**src/rtl/wrr_pkg.sv**
```systemverilog
// wrr_pkg: shared types and constants for the
// weighted round-robin arbiter and its picker.
package wrr_pkg;

    localparam int DEF_N  = 3;
    localparam int DEF_WW = 4;

    // A stored weight of zero still grants one beat.
    localparam int ZERO_WEIGHT_LOAD = 1;

    typedef enum logic {
        S_IDLE  = 1'b0,
        S_GRANT = 1'b1
    } state_t;

endpackage

```
**src/rtl/wrr_arbiter_rr_pick.sv**
```systemverilog
// rr_pick: rotating-priority search, first request
// strictly after the pointer, wrapping at N.
module rr_pick
    import wrr_pkg::*;
#(
    parameter int N  = DEF_N,
    parameter int IW = (N > 1) ? $clog2(N) : 1
) (
    input  logic [N-1:0]  i_req,
    input  logic [IW-1:0] i_ptr,
    output logic [N-1:0]  o_onehot,
    output logic [IW-1:0] o_idx,
    output logic          o_vld
);

    logic [IW-1:0] w_cand;

    // Scan offsets 1..N from the pointer; keep the first hit.
    always_comb begin
        o_onehot = '0;
        o_idx    = '0;
        o_vld    = 1'b0;
        w_cand   = '0;
        for (int d = 1; d <= N; d++) begin
            w_cand = IW'((int'(i_ptr) + d) % N);
            if (!o_vld && i_req[w_cand]) begin
                o_vld            = 1'b1;
                o_idx            = w_cand;
                o_onehot[w_cand] = 1'b1;
            end
        end
    end

endmodule

```
**src/rtl/wrr_arbiter.sv**
```systemverilog
// wrr_arbiter: weighted round-robin arbiter; an owner
// keeps the grant for up to weight[owner] beats.
module wrr_arbiter
    import wrr_pkg::*;
#(
    parameter int N  = DEF_N,
    parameter int WW = DEF_WW,
    localparam int IW = (N > 1) ? $clog2(N) : 1
) (
    input  logic          clk,
    input  logic          rst,
    input  logic          en,
    input  logic [N-1:0]  req_vld,
    input  logic [N-1:0]  req_last,
    input  logic          cfg_we,
    input  logic [IW-1:0] cfg_idx,
    input  logic [WW-1:0] cfg_weight,
    output logic [N-1:0]  o_grant,
    output logic [IW-1:0] o_owner,
    output logic          o_busy
);

    state_t        r_state, w_state_nxt;
    logic [IW-1:0] r_owner, w_owner_nxt;
    logic [IW-1:0] r_ptr, w_ptr_nxt;
    logic [WW-1:0] r_credit, w_credit_nxt;
    logic [N-1:0]  r_grant, w_grant_nxt;
    logic [WW-1:0] r_weight [N];

    logic [N-1:0]  w_pick_oh;
    logic [IW-1:0] w_pick_idx;
    logic          w_pick_vld;
    logic [WW-1:0] w_pick_wt;
    logic [WW-1:0] w_load;
    logic          w_beat;
    logic          w_last;
    logic          w_release;

    rr_pick #(
        .N  (N),
        .IW (IW)
    ) u_pick (
        .i_req    (req_vld),
        .i_ptr    (r_ptr),
        .o_onehot (w_pick_oh),
        .o_idx    (w_pick_idx),
        .o_vld    (w_pick_vld)
    );

    // Arbitration reads the registered weight, so a same-cycle
    // write only affects later grants.
    assign w_pick_wt = r_weight[w_pick_idx];
    assign w_load    = (w_pick_wt == '0) ? WW'(ZERO_WEIGHT_LOAD)
                                         : w_pick_wt;
    assign w_beat    = req_vld[r_owner];
    assign w_last    = req_last[r_owner];
    assign w_release = !en || !w_beat || w_last
                       || (r_credit == WW'(1));

    // Next-state and next-output decision for IDLE/GRANT.
    always_comb begin
        w_state_nxt  = r_state;
        w_owner_nxt  = r_owner;
        w_ptr_nxt    = r_ptr;
        w_credit_nxt = r_credit;
        w_grant_nxt  = r_grant;
        unique case (r_state)
            S_IDLE: begin
                if (en && w_pick_vld) begin
                    w_state_nxt  = S_GRANT;
                    w_owner_nxt  = w_pick_idx;
                    w_credit_nxt = w_load;
                    w_grant_nxt  = w_pick_oh;
                end
            end
            S_GRANT: begin
                if (w_release) begin
                    w_state_nxt  = S_IDLE;
                    w_ptr_nxt    = r_owner;
                    w_credit_nxt = '0;
                    w_grant_nxt  = '0;
                end else begin
                    w_credit_nxt = r_credit - WW'(1);
                end
            end
            default: begin
                w_state_nxt = S_IDLE;
                w_grant_nxt = '0;
            end
        endcase
    end

    // State, owner, pointer, credit and grant registers.
    always_ff @(posedge clk) begin
        if (rst) begin
            r_state  <= S_IDLE;
            r_owner  <= '0;
            r_ptr    <= IW'(N - 1);
            r_credit <= '0;
            r_grant  <= '0;
        end else begin
            r_state  <= w_state_nxt;
            r_owner  <= w_owner_nxt;
            r_ptr    <= w_ptr_nxt;
            r_credit <= w_credit_nxt;
            r_grant  <= w_grant_nxt;
        end
    end

    // Weight table; out-of-range indices are dropped.
    always_ff @(posedge clk) begin
        if (rst) begin
            for (int i = 0; i < N; i++) begin
                r_weight[i] <= WW'(1);
            end
        end else if (cfg_we && (int'(cfg_idx) < N)) begin
            r_weight[cfg_idx] <= cfg_weight;
        end
    end

    assign o_grant = r_grant;
    assign o_owner = r_owner;
    assign o_busy  = (r_state == S_GRANT);

endmodule

```
**config.mk**
```make
export PLATFORM = sky130hd
export DESIGN_NAME = wrr_arbiter
export DESIGN_NICKNAME = d
export VERILOG_FILES = /design/src/rtl/wrr_pkg.sv /design/src/rtl/wrr_arbiter_rr_pick.sv /design/src/rtl/wrr_arbiter.sv
export SDC_FILE = /design/constraint.sdc
export NUM_CORES = 1
export LEC_CHECK = 0
export CORE_MARGIN = 10
export CORE_UTILIZATION = 59
export DETAILED_ROUTE_END_ITERATION = 10
export GPL_ROUTABILITY_DRIVEN = 0
export HOLD_SLACK_MARGIN = 0.03
export PLACE_DENSITY = 0.82
export SETUP_SLACK_MARGIN = 0.05
export SLEW_MARGIN = 20
export SYNTH_ARGS = -nofsm -noshare
export SYNTH_HDL_FRONTEND = slang
export SYNTH_SLANG_ARGS = --single-unit
export TNS_END_PERCENT = 5
```
**constraint.sdc**
```tcl
create_clock -name clk -period 3.8 [get_ports clk]
set_clock_uncertainty 0.1 [all_clocks]
set_input_delay 0.76 -clock clk [delete_from_list [all_inputs] [get_ports clk]]
set_output_delay 0.76 -clock clk [all_outputs]
set_load 0.02 [all_outputs]
```
# == Word-level counts from Yosys, hierarchy flattened ==
# Memory sizes are Yosys's and may differ from the RTL's.
# Index checks and enable logic that the tools add are counted.
# op_classes
n_addsub,4
div,3
n_lt_le_gt_ge,8
eq_ne,3
mux,43
bitwise_logic,3
n_reduce_logical,19
# ops
cell,count
"32-bit by 3-bit modulo with 32-bit output, second input constant",3
1-bit two-way mux,19
4-bit two-way mux,4
3-bit two-way mux,5
"2-bit by 3-bit < comparator with 1-bit output, second input constant",4
1-bit binary-select mux with 2-bit select,5
2-bit two-way mux,4
4-bit case mux with 2 select lines,1
1-bit logical AND,7
"2-bit by 2-bit adder with 3-bit output, second input constant",2
1-bit demux with 2-bit select,3
"2-bit by 1-bit greater-or-equal comparator with 1-bit output, second input constant",3
3-bit OR,2
3-bit case mux with 2 select lines,1
2-bit AND reduction,3
"4-bit by 1-bit equality test with 1-bit output, second input constant",1
1-bit logical NOT,4
4-bit logical NOT,1
4-bit OR reduction,1
"4-bit by 1-bit subtractor with 4-bit output, second input constant",1
"2-bit by 1-bit adder with 3-bit output, second input constant",1
1-bit logical OR,3
"2-bit < comparator, second input constant",1
"2-bit by 1-bit != test with 1-bit output, second input constant",1
3 further kinds,3
# totals
reg_bits,12
ram_bits,12
inputBits,16
elab_cells,89
n_memories,1
# mem_list
memory,words,word_bits,read_ports,rd_ports_with_merged_regs,write_ports,line,source
r_weight,3,4,1,0,3,wrr_arbiter.sv:28,logic [WW-1:0] r_weight [N];

# == Logic depth before layout (Yosys ltp) ==
# An unclocked memory read counts as a cell.
# depth
word_depth,16
mapped_depth,10

# == By module ==
# From an unflattened synthesis, not the netlist that was laid out.
# hier_totals
hier_cells,151
hier_area_um2,1614.0
# modules_own_cells
mod,instances,cells_per_inst,area_per_inst_um2
wrr_arbiter,1,110,1316.3
rr_pick,1,41,297.8

# == Worst setup path before layout ==
# OpenSTA, ideal clock, no wires.
# synth_path
kind,reg2reg
startpoint,register r_ptr[0]
endpoint,register r_credit[1]
setup_ps,91
t_arrival_ps,2137
path_slack_ps,1473
stages_incl_launch_ff,10
cell_sequence,dfxtp_1 -> inv_1 -> ha_1 -> buf_2 -> and3b_4 -> a211o_4 -> o21a_4 -> a2111oi_2 -> a221oi_1 -> a311oi_1
# synth_between
elab_chain_len,16
# synth_lines
element,line,source
from (decl),wrr_arbiter.sv:25,"logic [IW-1:0] r_ptr, w_ptr_nxt;"
from (signal assigned),wrr_arbiter.sv:98,r_ptr <= IW'(N - 1);
from (signal assigned),wrr_arbiter.sv:104,r_ptr <= w_ptr_nxt;
2-bit by 1-bit adder with 3-bit output,wrr_arbiter_rr_pick.sv:25,w_cand = IW'((int'(i_ptr) + d) % N);
32-bit by 3-bit modulo with 32-bit output,wrr_arbiter_rr_pick.sv:25,
1-bit binary-select mux with 2-bit select,wrr_arbiter_rr_pick.sv:26,if (!o_vld && i_req[w_cand]) begin
1-bit two-way mux (not written as such),wrr_arbiter_rr_pick.sv:26,
1-bit two-way mux,wrr_arbiter_rr_pick.sv:26,
1-bit logical NOT,wrr_arbiter_rr_pick.sv:26,
1-bit logical AND,wrr_arbiter_rr_pick.sv:26,
1-bit two-way mux,wrr_arbiter_rr_pick.sv:26,
1-bit logical NOT,wrr_arbiter_rr_pick.sv:26,
1-bit logical AND,wrr_arbiter_rr_pick.sv:26,
2-bit two-way mux,wrr_arbiter_rr_pick.sv:26,
memory 3 x 4 bit,-,
4-bit logical NOT,wrr_arbiter.sv:53,assign w_load = (w_pick_wt == '0) ? WW'(ZERO_WEIGHT_LOAD)
4-bit two-way mux,wrr_arbiter.sv:53,
4-bit two-way mux,wrr_arbiter.sv:69,if (en && w_pick_vld) begin
4-bit case mux with 2 select lines,wrr_arbiter.sv:67,unique case (r_state)
to (signal assigned),wrr_arbiter.sv:105,r_credit <= w_credit_nxt;
to (decl),wrr_arbiter.sv:26,"logic [WW-1:0] r_credit, w_credit_nxt;"
# Several ways; a longest one is shown, not always the timed one. The select of a mux whose other input is x is not followed.
# A chain may end at the register's enable or synchronous reset.

# == Worst setup path in the final report ==
# layout_path
startpoint,input req_vld[1]
endpoint,register r_credit[1]
# layout_between
elab_chain_len,14
# layout_lines
element,line,source
from (decl),wrr_arbiter.sv:13,"input logic [N-1:0] req_vld,"
1-bit binary-select mux with 2-bit select,wrr_arbiter_rr_pick.sv:26,
1-bit two-way mux (not written as such),wrr_arbiter_rr_pick.sv:26,
1-bit two-way mux,wrr_arbiter_rr_pick.sv:26,
1-bit logical NOT,wrr_arbiter_rr_pick.sv:26,
1-bit logical AND,wrr_arbiter_rr_pick.sv:26,
1-bit two-way mux,wrr_arbiter_rr_pick.sv:26,
1-bit logical NOT,wrr_arbiter_rr_pick.sv:26,
1-bit logical AND,wrr_arbiter_rr_pick.sv:26,
2-bit two-way mux,wrr_arbiter_rr_pick.sv:26,
memory 3 x 4 bit,-,
4-bit logical NOT,wrr_arbiter.sv:53,
4-bit two-way mux,wrr_arbiter.sv:53,
4-bit two-way mux,wrr_arbiter.sv:69,
4-bit case mux with 2 select lines,wrr_arbiter.sv:67,
# Several ways; a longest one is shown, not always the timed one. The select of a mux whose other input is x is not followed.

==> flow_summary_export.csv <==
group,metric,value,unit
clock_network,cts_max_path_buffers,2,
yosys,yosysTopAreaCellShare,27.53,%
layout,multiInputGateArea,943.4,um2
power_and_ir_drop,power_switching,0.0002466,W
layout,syn2layout_area_growth,15.13,%
timing,relSlewSlack,53.30,%
yosys,synth_edf_count,16,
timing,min_period,2.735,ns
yosys,synthTopCellsByCount,"16 x edfxtp_1, 13 x inv_1, 13 x nor2_1",
clock_network,cts.sinks,28,
yosys,yosysUniqueCellTypes,58,
clock_network,root_buffer,"clkbuf_4",
timing,grt_setup_unrepaired,"false",
critical_path,end_kind,"flip-flop",
clock_network,h-tree-depth,1,
clock_network,postCtsHoldBufs,0,
timing,setup_violations,0,
place,portBuffers,21,
timing,report.final.hold_viol_count,0,
layout,register_area,720.7,um2
yosys,ys_warn_count,0,
yosys,synth_seq_cells,28,
timing,report.final.slew_viol_count,0,
floorplanning,core,0.002781,mm2
clock_network,path_clk_slew,0.15,ns
clock_network,cts_buffers,3,
route,postRouteWirelength,3881,um
timing,post-route-period-util,71.97,%
place,hpwl,3145,um
critical_path,crit_type,"primary input to flip-flop",
power_and_ir_drop,p_int,0.0005206,W
route,num_vias,1411,
layout,final_core_util,72.24,%
timing,worst-slew-pin-transition,0.6907,ns
layout,drive_above_1_share,8.458,%
power_and_ir_drop,pwr-share-seq,48.8,%
global_route,grt_first_pass_wirelength,6561,um
floorplanning,die_x,74.39,um
global_route,grt.overflow.total,0,
power_and_ir_drop,power.density,381.8,mW/mm2
floorplanning,initial_core_util,62.75,%
floorplanning,die_area,0.005534,mm2
yosys,syn_area_per_cell,9.751,um2
yosys,async_reset_ff_share,0,%
floorplanning,rows,19,
floorplanning,chipHeight,74.39,um
worst_hold_path,hold_class,"flip-flop to flip-flop",
power_and_ir_drop,swShare,32.14,%
yosys,synth-seq-area-share,41.29,%
flow_run,maxCapViolations,0,
route,drcViolationCount,0,
power_and_ir_drop,clockPowerShare,19.1,%
power_and_ir_drop,peakVddDrop,306.5,uV
global_route,grt_antenna_before_repair,0,
critical_path,startpoint_type,"primary input",
route,first_iter_violations,109,
route,ant_nets,0,
global_route,track_usage,14.83,%
clock_network,clock_latency,0.33,ns
critical_path,worstPathArrival,2.89,ns
yosys,synth_cells,179,
global_route,grt_max_degree,20,
route,vias_per_cell,6.082,
clock_network,post_cts_buffers,0,
clock_network,cts_tree,"done",
timing,max_freq,0.3657,GHz
layout,num_antenna_cells,0,
critical_path,required,3.95,ns
yosys,yosysTopAreaCell,"edfxtp_1",
global_route,grt_pass1_vias,1449,
power_and_ir_drop,cellLeakagePower,0.7463,nW
floorplanning,num_io_pins,22,
power_and_ir_drop,p_comb_share,32.1,%
place,place_inst,228,
yosys,synth_ff_type,"edfxtp_1",
timing,finalSetupTns,0,ns
run_status,status,"finished, final reports clean",
layout,num-fill-cells,211,
critical_path,crit_fanout,8,
layout,finalNetCount,224,
yosys,yosys-top-cells-area,"edfxtp_1 28%, dfxtp_1 14%, mux2i_1 5.2%, and2_1 4.3%, ha_1 4.3%",
layout,layout.cells.non_filler,232,
yosys,syn_area,0.001745,mm2
route,detail_route.wl_per_cell,16.73,um
route,drtPass1Iterations,4,
yosys,synth.most_common_cell,"edfxtp_1",
power_and_ir_drop,total_power,0.0007672,W
clock_network,cts-resized-gates,0,
-- routing by layer --
metal	GRT usage [%]	vias to the layer above	part of all wire, %
met4	9.146	0	3.4
met5	0	-	0
met1	15.27	663	39
met3	3.590	13	5.2
met2	26.38	36	52
li1	-	699	-
-- per-stage QoR --
stage	setup WS (ns)	hold slack (ns)	area (um2)
CTS	1.038	0.3877	2009
detailed placement	0.6960	0.3689	1973
global route	0.8635	0.4120	2009
floorplan	1.473	0.3889	1757
finish	1.065	0.3831	2009
global placement	0.7566	0.3622	1973
-- worst paths after layout --
path,from,endpoint,slack (ns),cells after the start
hold / removal,o_grant[0],o_grant[0],0.38,2
setup / recovery,req_vld[1],r_credit[1],1.07,7
hold reg to reg,o_grant[0],o_grant[0],0.38,2
setup reg to reg,r_ptr[0],r_credit[1],1.13,8
-- worst max-delay path, stage by stage --
cell	delay, ns
clkdlybuf4s50_1	0.54
and3b_4	0.27
a211oi_2	0.24
nand4_1	0.19
a2111oi_0	0.51
a41oi_1	0.09
a311oi_1	0.29
-- power by group through the flow --
stage / Combinational (W) / Clock [W] / Sequential (W)
floorplan: 0.000167 / 0 / 0.000384
global placement: 0.000234 / 0 / 0.000380
detailed placement: 0.000244 / 0 / 0.000382
CTS: 0.000246 / 0.000145 / 0.000374
global route: 0.000271 / 0.000160 / 0.000379
finish: 0.000246 / 0.000147 / 0.000375
-- cell usage in the layout (no fill, tap or decap), types with 2 or more instances in the layout --
master,instances
a211oi_1,2
o22ai_1,2
nor4bb_1,2
mux2_1,2
nand2b_1,12
o21ai_0,7
clkbuf_4,3
clkdlybuf4s50_1,21
conb_1,4
nor3_1,6
inv_1,13
a21oi_1,10
mux2i_1,9
edfxtp_1,16
o211ai_1,2
a311o_1,2
ha_1,6
nand2_1,5
nor2_1,13
and2_1,12
dfxtp_1,12
o21ai_1,2
or2_2,3
-- final cells by class --
| cell class | instances | area share [%] |
|---|---|---|
| flip-flops and latches | 28 | 35.87 |
| inverters | 14 | 2.615 |
| clock buffers | 4 | 1.806 |
| repair buffers | 22 | 10.83 |
| multi-input cells | 133 | 46.95 |
| well taps | 31 | 1.930 |
-- sequential cells by signal (all words and copies together), names as in the netlist --
signal	count
o_busy	1
o_grant	3
o_owner	2
r_credit	4
r_ptr	2
r_weight	16
-- logic make-up (layout without fill, tap and decap cells) --
logic type	Yosys count	in the layout	synth area share, %
muxes	11	11	6.452
buffers and inverters	21	40	5.305
AOI/OAI and AO/OA	47	47	20.79
other	1	4	0.2148
and+or+nand+nor	65	65	21.65
adders and majority gates	6	6	4.301
DFF	28	28	41.29
Note: power is estimated with default switching activity, not from simulation.
